===== src/rtl/watch_pkg.sv =====
// Watch datapath shared types and constants.
// Field limits, widths and the modular step helper.
package watch_pkg;

    localparam int CS_W   = 7;
    localparam int SEC_W  = 6;
    localparam int MIN_W  = 6;
    localparam int HOUR_W = 5;

    localparam logic [CS_W-1:0]   CS_MAX   = 7'd99;
    localparam logic [SEC_W-1:0]  SEC_MAX  = 6'd59;
    localparam logic [MIN_W-1:0]  MIN_MAX  = 6'd59;
    localparam logic [HOUR_W-1:0] HOUR_MAX = 5'd23;

    typedef struct packed {
        logic [CS_W-1:0]   cs;
        logic [SEC_W-1:0]  sec;
        logic [MIN_W-1:0]  min;
        logic [HOUR_W-1:0] hour;
    } time_t;

    // (cur + cin + up - dn) mod (top + 1); covers -1 .. top+2
    function automatic logic [6:0] mod_step(
        input logic [6:0] cur,
        input logic [6:0] top,
        input logic       cin,
        input logic       up,
        input logic       dn
    );
        int v;
        int n;
        n = int'(top) + 1;
        v = int'(cur) + int'(cin) + int'(up) - int'(dn);
        if (v < 0)
            v = v + n;
        else if (v >= n)
            v = v - n;
        return 7'(v);
    endfunction

endpackage


===== src/rtl/tick_gen.sv =====
// Centisecond prescaler with synchronous clear.
// tick is registered and high in the cycle before the counter wraps.
module tick_gen #(
    parameter int CLK_HZ  = 100_000_000,
    parameter int TICK_HZ = 100
) (
    input  logic clk,
    input  logic rst_n,
    input  logic clr,
    output logic tick
);

    localparam int DIV = CLK_HZ / TICK_HZ;
    localparam int CW  = (DIV > 1) ? $clog2(DIV) : 1;
    localparam logic [CW-1:0] LAST = CW'(DIV - 1);
    localparam logic [CW-1:0] PRE  = CW'(DIV - 2);

    logic [CW-1:0] cnt;

    // count 0..DIV-1; flag the last count so tick lines up with the wrap
    always_ff @(posedge clk or negedge rst_n) begin
        if (!rst_n) begin
            cnt  <= '0;
            tick <= 1'b0;
        end else if (clr) begin
            cnt  <= '0;
            tick <= 1'b0;
        end else begin
            cnt  <= (cnt == LAST) ? '0 : cnt + CW'(1);
            tick <= (cnt == PRE);
        end
    end

endmodule


===== src/rtl/watch_dp.sv =====
// Watch time-keeping datapath: cs/sec/min/hour cascade
// with single-cycle up/down adjust of the selected field.
module watch_dp
    import watch_pkg::*;
#(
    parameter int CLK_HZ    = 100_000_000,
    parameter int TICK_HZ   = 100,
    parameter int INIT_HOUR = 12
) (
    input  logic       clk,
    input  logic       rst_n,
    input  logic       sel_sec,
    input  logic       sel_min,
    input  logic       sel_hour,
    input  logic       btn_up,
    input  logic       btn_down,
    output logic [6:0] cs,
    output logic [5:0] sec,
    output logic [5:0] min,
    output logic [4:0] hour,
    output logic       tick
);

    time_t tm_q;
    time_t tm_d;

    logic adj_ok;
    logic adj_up;
    logic adj_dn;
    logic clr;
    logic cs_wrap;
    logic sec_wrap;
    logic min_cin;
    logic hour_cin;

    assign adj_ok = $onehot({sel_hour, sel_min, sel_sec})
                    && (btn_up ^ btn_down);
    assign adj_up = adj_ok && btn_up;
    assign adj_dn = adj_ok && btn_down;
    assign clr    = adj_ok && sel_sec;

    // a seconds adjust swallows any same-cycle tick and its carries
    assign cs_wrap  = tick && !clr && (tm_q.cs == CS_MAX);
    assign sec_wrap = cs_wrap && (tm_q.sec == SEC_MAX);
    assign min_cin  = sec_wrap;
    assign hour_cin = min_cin && !(adj_ok && sel_min)
                      && (tm_q.min == MIN_MAX);

    tick_gen #(
        .CLK_HZ  (CLK_HZ),
        .TICK_HZ (TICK_HZ)
    ) u_tick (
        .clk   (clk),
        .rst_n (rst_n),
        .clr   (clr),
        .tick  (tick)
    );

    // next time: clear/tick on cs+sec, carry plus adjust on min/hour
    always_comb begin
        tm_d = tm_q;
        if (clr) begin
            tm_d.cs  = '0;
            tm_d.sec = '0;
        end else if (tick) begin
            tm_d.cs = cs_wrap ? '0 : tm_q.cs + 7'd1;
            if (cs_wrap)
                tm_d.sec = sec_wrap ? '0 : tm_q.sec + 6'd1;
        end
        tm_d.min = MIN_W'(mod_step(7'(tm_q.min), 7'(MIN_MAX),
                                   min_cin,
                                   adj_up && sel_min,
                                   adj_dn && sel_min));
        tm_d.hour = HOUR_W'(mod_step(7'(tm_q.hour), 7'(HOUR_MAX),
                                     hour_cin,
                                     adj_up && sel_hour,
                                     adj_dn && sel_hour));
    end

    // time registers; hour comes out of reset at INIT_HOUR
    always_ff @(posedge clk or negedge rst_n) begin
        if (!rst_n) begin
            tm_q.cs   <= '0;
            tm_q.sec  <= '0;
            tm_q.min  <= '0;
            tm_q.hour <= HOUR_W'(INIT_HOUR);
        end else begin
            tm_q <= tm_d;
        end
    end

    assign cs   = tm_q.cs;
    assign sec  = tm_q.sec;
    assign min  = tm_q.min;
    assign hour = tm_q.hour;

endmodule

===== config.mk =====
export PLATFORM = sky130hd
export DESIGN_NAME = watch_dp
export DESIGN_NICKNAME = d
export VERILOG_FILES = /design/src/rtl/watch_pkg.sv /design/src/rtl/tick_gen.sv /design/src/rtl/watch_dp.sv
export SDC_FILE = /design/constraint.sdc
export NUM_CORES = 1
export LEC_CHECK = 0
export BUFFER_PORTS_ARGS = -buffer_cell sky130_fd_sc_hd__buf_4
export CAP_MARGIN = 20
export CORE_ASPECT_RATIO = 0.9
export CORE_UTILIZATION = 40
export CTS_CLUSTER_SIZE = 40
export DETAILED_ROUTE_END_ITERATION = 16
export PLACE_DENSITY = 0.69
export SYNTH_ARGS = -nofsm -noshare
export SYNTH_HDL_FRONTEND = slang
export SYNTH_SLANG_ARGS = --single-unit
export TNS_END_PERCENT = 20

===== constraint.sdc =====
create_clock -name clk -period 7.1 [get_ports clk]
set_input_delay 0.71 -clock clk [delete_from_list [all_inputs] [get_ports clk]]
set_output_delay 0.71 -clock clk [all_outputs]
set_load 0.1 [all_outputs]

## After elaboration in Yosys (flattened, before gate mapping)

Cells that the tools add are included.

| word-level totals | value |
|---|---|
| bits in registers | 45 |
| input bits | 7 |
| logic and storage cells | 63 |

| operators by class | value |
|---|---|
| $lt $le $gt $ge | 4 |
| multiplexer cells | 12 |
| reduce and logical (&&, ||, !) cells | 19 |
| equality and inequality tests | 6 |
| bitwise operators | 1 |
| $add $sub $neg | 15 |

Operators with widths:

| cell | number |
|---|---|
| $eq 20x20->1 const B | 2 |
| $mux 20 | 2 |
| $mux 13 | 2 |
| $mux 6 | 4 |
| $add 20x1->20 const B | 1 |
| $add 6x1->7 | 2 |
| $logic_and 1x1->1 | 14 |
| $eq 6x6->1 const B | 2 |
| $mux 5 | 2 |
| $ge 9x7->1 const B | 1 |
| $lt 9x1->1 const B | 1 |
| $sub 8x1->9 | 1 |
| $add 7x1->8 | 1 |
| $ge 8x6->1 const B | 1 |
| $lt 8x1->1 const B | 1 |
| $sub 7x1->8 | 1 |
| $add 7x1->7 const B | 1 |
| $eq 7x7->1 const B | 1 |
| $mux 7 | 1 |
| $add 5x1->6 | 1 |
| $add 6x1->6 const B | 1 |
| $add 6x3->6 const B | 1 |
| $sub 6x3->6 const B | 1 |
| $add 5x4->5 const B | 1 |
| other kinds (9) | 11 |

## Logic depth before layout (Yosys ltp)

Gate-level depths: netlist of the first run.

| depth | value |
|---|---|
| depth after elaboration | 17 |
| mapped depth | 17 |
| mapped depth without buffers | 17 |

## By module

From an unflattened synthesis of the first run, not the netlist that was laid out.

| second synthesis, totals | value |
|---|---|
| cells, all modules | 335 |
| area total of the unflattened synthesis | 3121.7 µm² |

Modules (own cells, without submodules):

| module | area each (µm²) | instances | cells an instance |
|---|---|---|---|
| watch_dp | 2044.5 | 1 | 228 |
| tick_gen | 1077.3 | 1 | 107 |

## Worst setup path before layout of the first run

No wires, ideal clock.

| path | value |
|---|---|
| path kind | reg2reg |
| from | register sec[0] (netlist name) |
| to | register min[3] (netlist name) |
| period minus slack after synthesis | 4.121 ns |
| stages on the path, launching flop included | 16 |
| required time | 6.974 ns |
| library setup time | 0.126 ns |
| arrival time | 3.994 ns |
| path slack | 2.979 ns |
| cell sequence | dfrtp_1 ha_1 nand2_1 nor3_1 nand4_1 ha_1 inv_1 fa_1 inv_1 fa_1 nand2b_1 a21oi_1 o32a_2 o221a_1 nand2_1 a311o_1 |

==> qor.yml, run 1 <==
status: "finished clean"
final_cell_mix: "46 x nor2_1, 43 x dfrtp_1, 31 x buf_4"
final_max_slew_viol_count: 0
io_pins: 32
area_growth_syn_to_layout_pct: 14.59
syn_nets: 351
ff2ff_setup_slack_ns: 3.34
synthDistinctLibCells: 52
relSlewSlack_pct: 48.19
yosys_register_bits: 45
vias: 2333
critPathKind: "input port to flop"
grt_antenna_before_repair: 0
syn_area_per_cell_um2: 9.331
crit_buf_inv: 5
cts_resized: 0
path_clk_slew_ns: 0.09
dp_slack_ns: 2.470
finalCritPeriodShare_pct: 60.94
synthesis.area_um2: 2958
core-area_um2: 7112
grt_max_degree: 46
postLayoutSetupSlackWorst_ns: 2.774
worst_ep_required_time_ns: 7.29
cap_violations: 0
drive_gt1_share_pct: 13.60
cts_made_buffers: 5
arrival_ns: 4.51
crit_slowest_cell: "fa_1"
synth_compound_area_share_pct: 11.84
routed_wl_mm: 5.864
grt_overflow_total: 0
die_width_um: 92.65
grt_pass1_vias: 2221
cts_hold_buf: 0
synthArstFlopShare_pct: 100.0
nNetsFinal: 386
slowest_delay_ns: 0.46
finalHoldViolCount: 0
synth_edf_count: 0
grt_pass1_wl_mm: 10.22
path_max_fanout: 7
tns_ns: 0
n_antenna_cell: 0
fin_util_pct: 47.66
register_area_um2: 1129
synthAdderAreaFrac_pct: 12.69
clock.fmax_mhz: 231.1
rsz0062_at_grt: "no"
seq_area_frac_synth_pct: 38.16
cts-root-buf: "clkbuf_8"
drc: 0
cts_buffer_depth: 2
clk_latency_ns: 0.31
gr-usage-all-layers_pct: 16.44
drt-initial-drc-count: 80
setup_viol: 0
final_area_um2: 3390
place_area_um2: 3288
layout_commonest_cell: "nor2_1"
critical_path.most_common_cell: "inv_1"
die_area_um2: 7743
htreeDepth: 2
syn-instance-count: 317
cts_tree: "done"
synth_top_family_by_area: "simple AND/OR/NAND/NOR gates"
muxShareOfSynthArea_pct: 1.015
worst_setup_path_end_kind: "flop"
drtPass1Iterations: 4
clock_sinks: 45
post_cts_buffers: 0
ant_nets: 0
fin_skew_ns: 0.01209
multiInputGateArea_um2: 1717
synth_warnings: 0
synth-simple-area-share_pct: 23.35
die_h_um: 83.58
worstMarginPinSlew_ns: 0.7770
synth_xor_area_share_pct: 9.137
dpl.hpwl_mm: 4.360
gp_congestion: 0.7987
port_buffers: 31
cp_top_family: "adder cells"
rows: 29
final.min_clock_period_ns: 4.326
crit_chain: "buf_4, inv_1, fa_1, nor2b_1, nand3_1, nand4_1, ha_1, inv_1, fa_1, inv_1, fa_1, xnor2_2, inv_1, o32ai_1, nand3_1, and3_1, a311o_1"
start_util_pct: 41.59
viasPerCell: 5.231
cp-start-kind: "input port"
fill_cells: 700
yosys_most_used_dff: "dfrtp_1"
avgRoutedWirePerCell_um: 13.15
min-delay-path-class: "input port to asynchronous set/reset pin"
==> through the flow <==
step | instances | hold slack (ns)
floorplan | 317 | 0.4144
global placement | 438 | 0.4947
detailed placement | 438 | 0.5046
CTS | 446 | 0.4305
global route | 446 | 0.4600
finish | 446 | 0.3914
==> flip-flops by register name, summed over array words and instances, names as in the netlist <==
register     count
cs               7
hour             5
min              6
sec              6
u_tick.cnt      20
u_tick.tick      1
==> synth_stat cells, types with 2 or more instances <==
cell type | count | area (um2)
nor4_1 | 2 | 12.51
nand3b_1 | 3 | 22.52
o31a_1 | 2 | 17.52
ha_1 | 22 | 275.3
nand4_1 | 7 | 43.79
o2111ai_1 | 3 | 26.28
a311o_1 | 3 | 30.03
xor2_1 | 20 | 175.2
nor2b_1 | 5 | 31.28
a21oi_1 | 12 | 60.06
nor2_1 | 46 | 172.7
nand2_1 | 22 | 82.58
nand2b_1 | 3 | 18.77
inv_1 | 25 | 93.84
nor3b_1 | 3 | 22.52
mux2i_1 | 3 | 30.03
nor4b_1 | 2 | 17.52
o21a_1 | 3 | 22.52
and3_1 | 5 | 31.28
xnor2_1 | 9 | 78.83
dfrtp_1 | 43 | 1076
o21ai_0 | 10 | 50.05
nand3_1 | 15 | 75.07
dfstp_2 | 2 | 52.55
nor3_1 | 7 | 35.03
or4_1 | 2 | 15.01
buf_4 | 2 | 15.01
or3_1 | 5 | 31.28
fa_1 | 5 | 100.1
and4_1 | 4 | 35.03
==> logic make-up (layout without fill, tap and decap cells) <==
kind of cell    Yosys count  in the layout
compound gates           48             48
xor+xnor                 30             30
fa+ha+maj                27             27
buf+inv                  28             64
flops                    45             45
mux                       3              3
simple gates            136            136
==> layout make-up <==
cell class                      count  share of cell area (%)
Tap cell                           93                   3.433
Clock buffer                        7                   2.842
Clock inverter                      1                  0.1477
Multi-Input combinational cell    244                   50.65
Sequential cell                    45                   33.30
Timing Repair Buffer               31                   6.866
Inverter                           25                   2.769
==> final timing paths <==
path                                             to               startpoint  depth (start not counted)
max                                min[3]$_DFF_PN0_                  sel_sec                         17
min reg2reg                 u_tick.cnt[0]$_DFF_PN0_  u_tick.cnt[0]$_DFF_PN0_                          1
min in group clk            u_tick.cnt[0]$_DFF_PN0_  u_tick.cnt[0]$_DFF_PN0_                          1
min                              sec[3]$_DFFE_PN0P_                    rst_n                          1
max reg2reg                        min[3]$_DFF_PN0_       sec[0]$_DFFE_PN0P_                         15
max in group asynchronous  u_tick.cnt[11]$_DFF_PN0_                    rst_n                          1
==> metal layers <==
| layer | part of all wire (%) | routed length, um | vias up | GRT usage (%) |
|---|---|---|---|---|
| li1 | - | - | 1184 | - |
| met1 | 48 | 2844 | 1109 | 21.79 |
| met2 | 47 | 2780 | 34 | 26.87 |
| met3 | 2.9 | 172 | 6 | 3.370 |
| met4 | 1.2 | 68 | 0 | 5.315 |
| met5 | 0 | 0 | - | 0 |
Power of run 1 is left out: the tool's default activity adds up to more than one toggle a clock period on the data nets, which glitch-free logic cannot reach.
==> run 2: changes to the inputs <==
--- a/config.mk
+++ b/config.mk
@@ -11,7 +11,7 @@
 export CORE_UTILIZATION = 40
 export CTS_CLUSTER_SIZE = 40
 export DETAILED_ROUTE_END_ITERATION = 16
-export PLACE_DENSITY = 0.69
+export PLACE_DENSITY = 0.71
 export SYNTH_ARGS = -nofsm -noshare
 export SYNTH_HDL_FRONTEND = slang
 export SYNTH_SLANG_ARGS = --single-unit
==> constraint.sdc (replaced) <==
create_clock -name clk -period 3.5 [get_ports clk]
set_input_delay 0.35 -clock clk [delete_from_list [all_inputs] [get_ports clk]]
set_output_delay 0.35 -clock clk [all_outputs]
set_load 0.1 [all_outputs]
==> run 2 against run 1 <==
  * Via count up 5.8%
  * Register-to-register slack got worse by 3.2 ns
  * Count of clock-buffer cells in the layout down 2
  * First-iteration DRC count is 53% higher
  * Non-clock buffer count grew 26
  * Critical path depth decreased by 3
  * Die area stayed put
  * Utilization rose by 4.2 points
  * Highest routed layer unchanged
==> qor.yml, run 2 (same netlist as run 1, synthesis figures left out) <==
cts_made_buffers: 5  # unchanged
dpl.cell_count: 460  # +5.0%
final.min_clock_period_ns: 3.374
crit_slowest_cell: "dfrtp_2"
final_max_slew_viol_count: 0  # unchanged
n_antenna_cell: 0  # unchanged
grt_pass1_wl_mm: 10.78  # +5.5%
rows: 29  # unchanged
relSlewSlack_pct: 50.62  # +2.4 points
drc: 0  # unchanged
cap_violations: 0  # unchanged
rsz0062_at_grt: "yes"
tns_ns: 0  # unchanged
grt_antenna_before_repair: 0  # unchanged
avgRoutedWirePerCell_um: 13.18  # +0.28%
grt_overflow_total: 0  # unchanged
largest_reg_flops: 20  # unchanged
core-area_um2: 7112  # unchanged
clock_sinks: 45  # unchanged
path_clk_slew_ns: 0.10  # about the same
cts_buffer_depth: 2  # unchanged
crit_start: "cs[2]$_DFFE_PN0P_"
nNetsFinal: 412  # +6.7%
clock.fmax_mhz: 296.4
crit_chain: "nor4b_4, buf_4, nand4_1, ha_1, inv_1, fa_2, inv_1, fa_2, nand2b_4, a21oi_2, o32a_4, o221a_1, nand2_1, a311o_1"
cts-root-buf: "clkbuf_8"
finalHoldViolCount: 0  # unchanged
instances_no_fill: 472  # +5.8%
setup_viol: 0  # unchanged
ant_nets: 0  # unchanged
status: "finished clean"
die_h_um: 83.58  # unchanged
r2r-start: "cs[2]$_DFFE_PN0P_"
drive_gt1_share_pct: 26.91  # +13 points
cp-start-kind: "flop"
clk_latency_ns: 0.31  # about the same
worst_ep_required_time_ns: 3.70  # -3.59 ns
port_buffers: 31  # unchanged
fin_util_pct: 51.90  # +4.2 points
final_cell_mix: "57 x buf_4, 46 x nor2_1, 27 x dfrtp_1"
routed_wl_mm: 6.223  # +6.1%
start_util_pct: 41.59  # unchanged
worst_setup_path_end_kind: "flop"
io_pins: 32  # unchanged
path_max_fanout: 5  # -2
slowest_delay_ns: 0.44  # -0.02 ns
die_width_um: 92.65  # unchanged
critPathKind: "flop to flop"
gp_congestion: 0.8491  # +6.3%
finalCritPeriodShare_pct: 96.39
area_growth_syn_to_layout_pct: 24.79
drt-initial-drc-count: 122  # +53%
arrival_ns: 3.57  # -0.94 ns
drtPass1Iterations: 4  # unchanged
vias: 2468  # +5.8%
dpl.hpwl_mm: 4.628  # +6.1%
grt_pass1_vias: 2397  # +7.9%
fin_skew_ns: 0.01357  # +0.001480 ns
regMostFlops: "u_tick.cnt"
grt_max_degree: 46  # unchanged
die_area_um2: 7743  # unchanged
htreeDepth: 2  # unchanged
layout_commonest_cell: "buf_4"
fill_cells: 667  # -4.7%
worstMarginPinSlew_ns: 0.7406  # -0.03642 ns
cts_hold_buf: 0  # unchanged
largestRegisters: "u_tick.cnt x20, cs x7"
cts_tree: "done"
min-delay-path-class: "input port to asynchronous set/reset pin"
viasPerCell: 5.229  # about the same
gr-usage-all-layers_pct: 17.27  # +0.83 points
run 2: changes by cell type in the layout (fill, tap and decap cells not counted), moves of 3 or more:
cell     before  now
buf_4        31   57
dfrtp_1      43   27
dfrtp_2       0   11
dfrtp_4       0    5
ha_1         22   19
run 2: cell type report:
type | count | area, um2 | share of cell area (%)
Clock inverter | 3 | 25.02 | 0.6780
Inverter | 25 | 93.84 | 2.542
Sequential cell | 45 | 1161 | 31.46
Tap cell | 93 | 116.4 | 3.153
Timing Repair Buffer | 57 | 427.9 | 11.59
Clock buffer | 5 | 68.82 | 1.864
Multi-Input combinational cell | 244 | 1798 | 48.71
run 2: metal layers:
| metal | GRT usage (%) | routed length, um |
|---|---|---|
| met4 | 5.594 | 100 |
| met1 | 23.11 | 2972 |
| met2 | 28.01 | 2938 |
| met3 | 3.461 | 212 |
| met5 | 0 | 0 |
run 2: worst paths after layout:
check	to	slack [ns]	cells past startpoint
setup reg to reg	min[3]$_DFF_PN0_	0.13	14
max in group asynchronous	sec[0]$_DFFE_PN0P_	3.02	1
hold / removal	hour[1]$_DFF_PN0_	0.02	1
min in group clk	u_tick.cnt[0]$_DFF_PN0_	0.51	1
hold reg to reg	u_tick.cnt[0]$_DFF_PN0_	0.51	1
setup / recovery	min[3]$_DFF_PN0_	0.13	14
run 2: critical path: cells and delay by family, from the launching register on:
kind | cells | cell delay, ns
AO/OA/AOI/OAI | 4 | 0.94
adder cells (fa/ha/maj) | 3 | 0.90
AND/OR/NAND/NOR | 4 | 0.69
flip-flops | 1 | 0.44
buffers and inverters | 3 | 0.29
run 2: metrics by stage:
step | hold WS (ns) | instance area [um2] | setup WS (ns)
4_1_cts | 0.05617 | 3636 | 0.03312
3_3_place_gp | 0.3931 | 3542 | -0.09363
2_1_floorplan | 0.05441 | 3047 | -0.01693
5_1_grt | 0.07734 | 3691 | -0.08199
6_report | 0.02433 | 3691 | 0.1265
3_5_place_dp | 0.3964 | 3542 | -0.1510
run 2: timing repair:
action                     in CTS  in global routing
setup endpoints to repair       0                  6
setup buffers                   0                  4
gates resized for setup         0                  5
Power of run 2 is left out for the same reason.
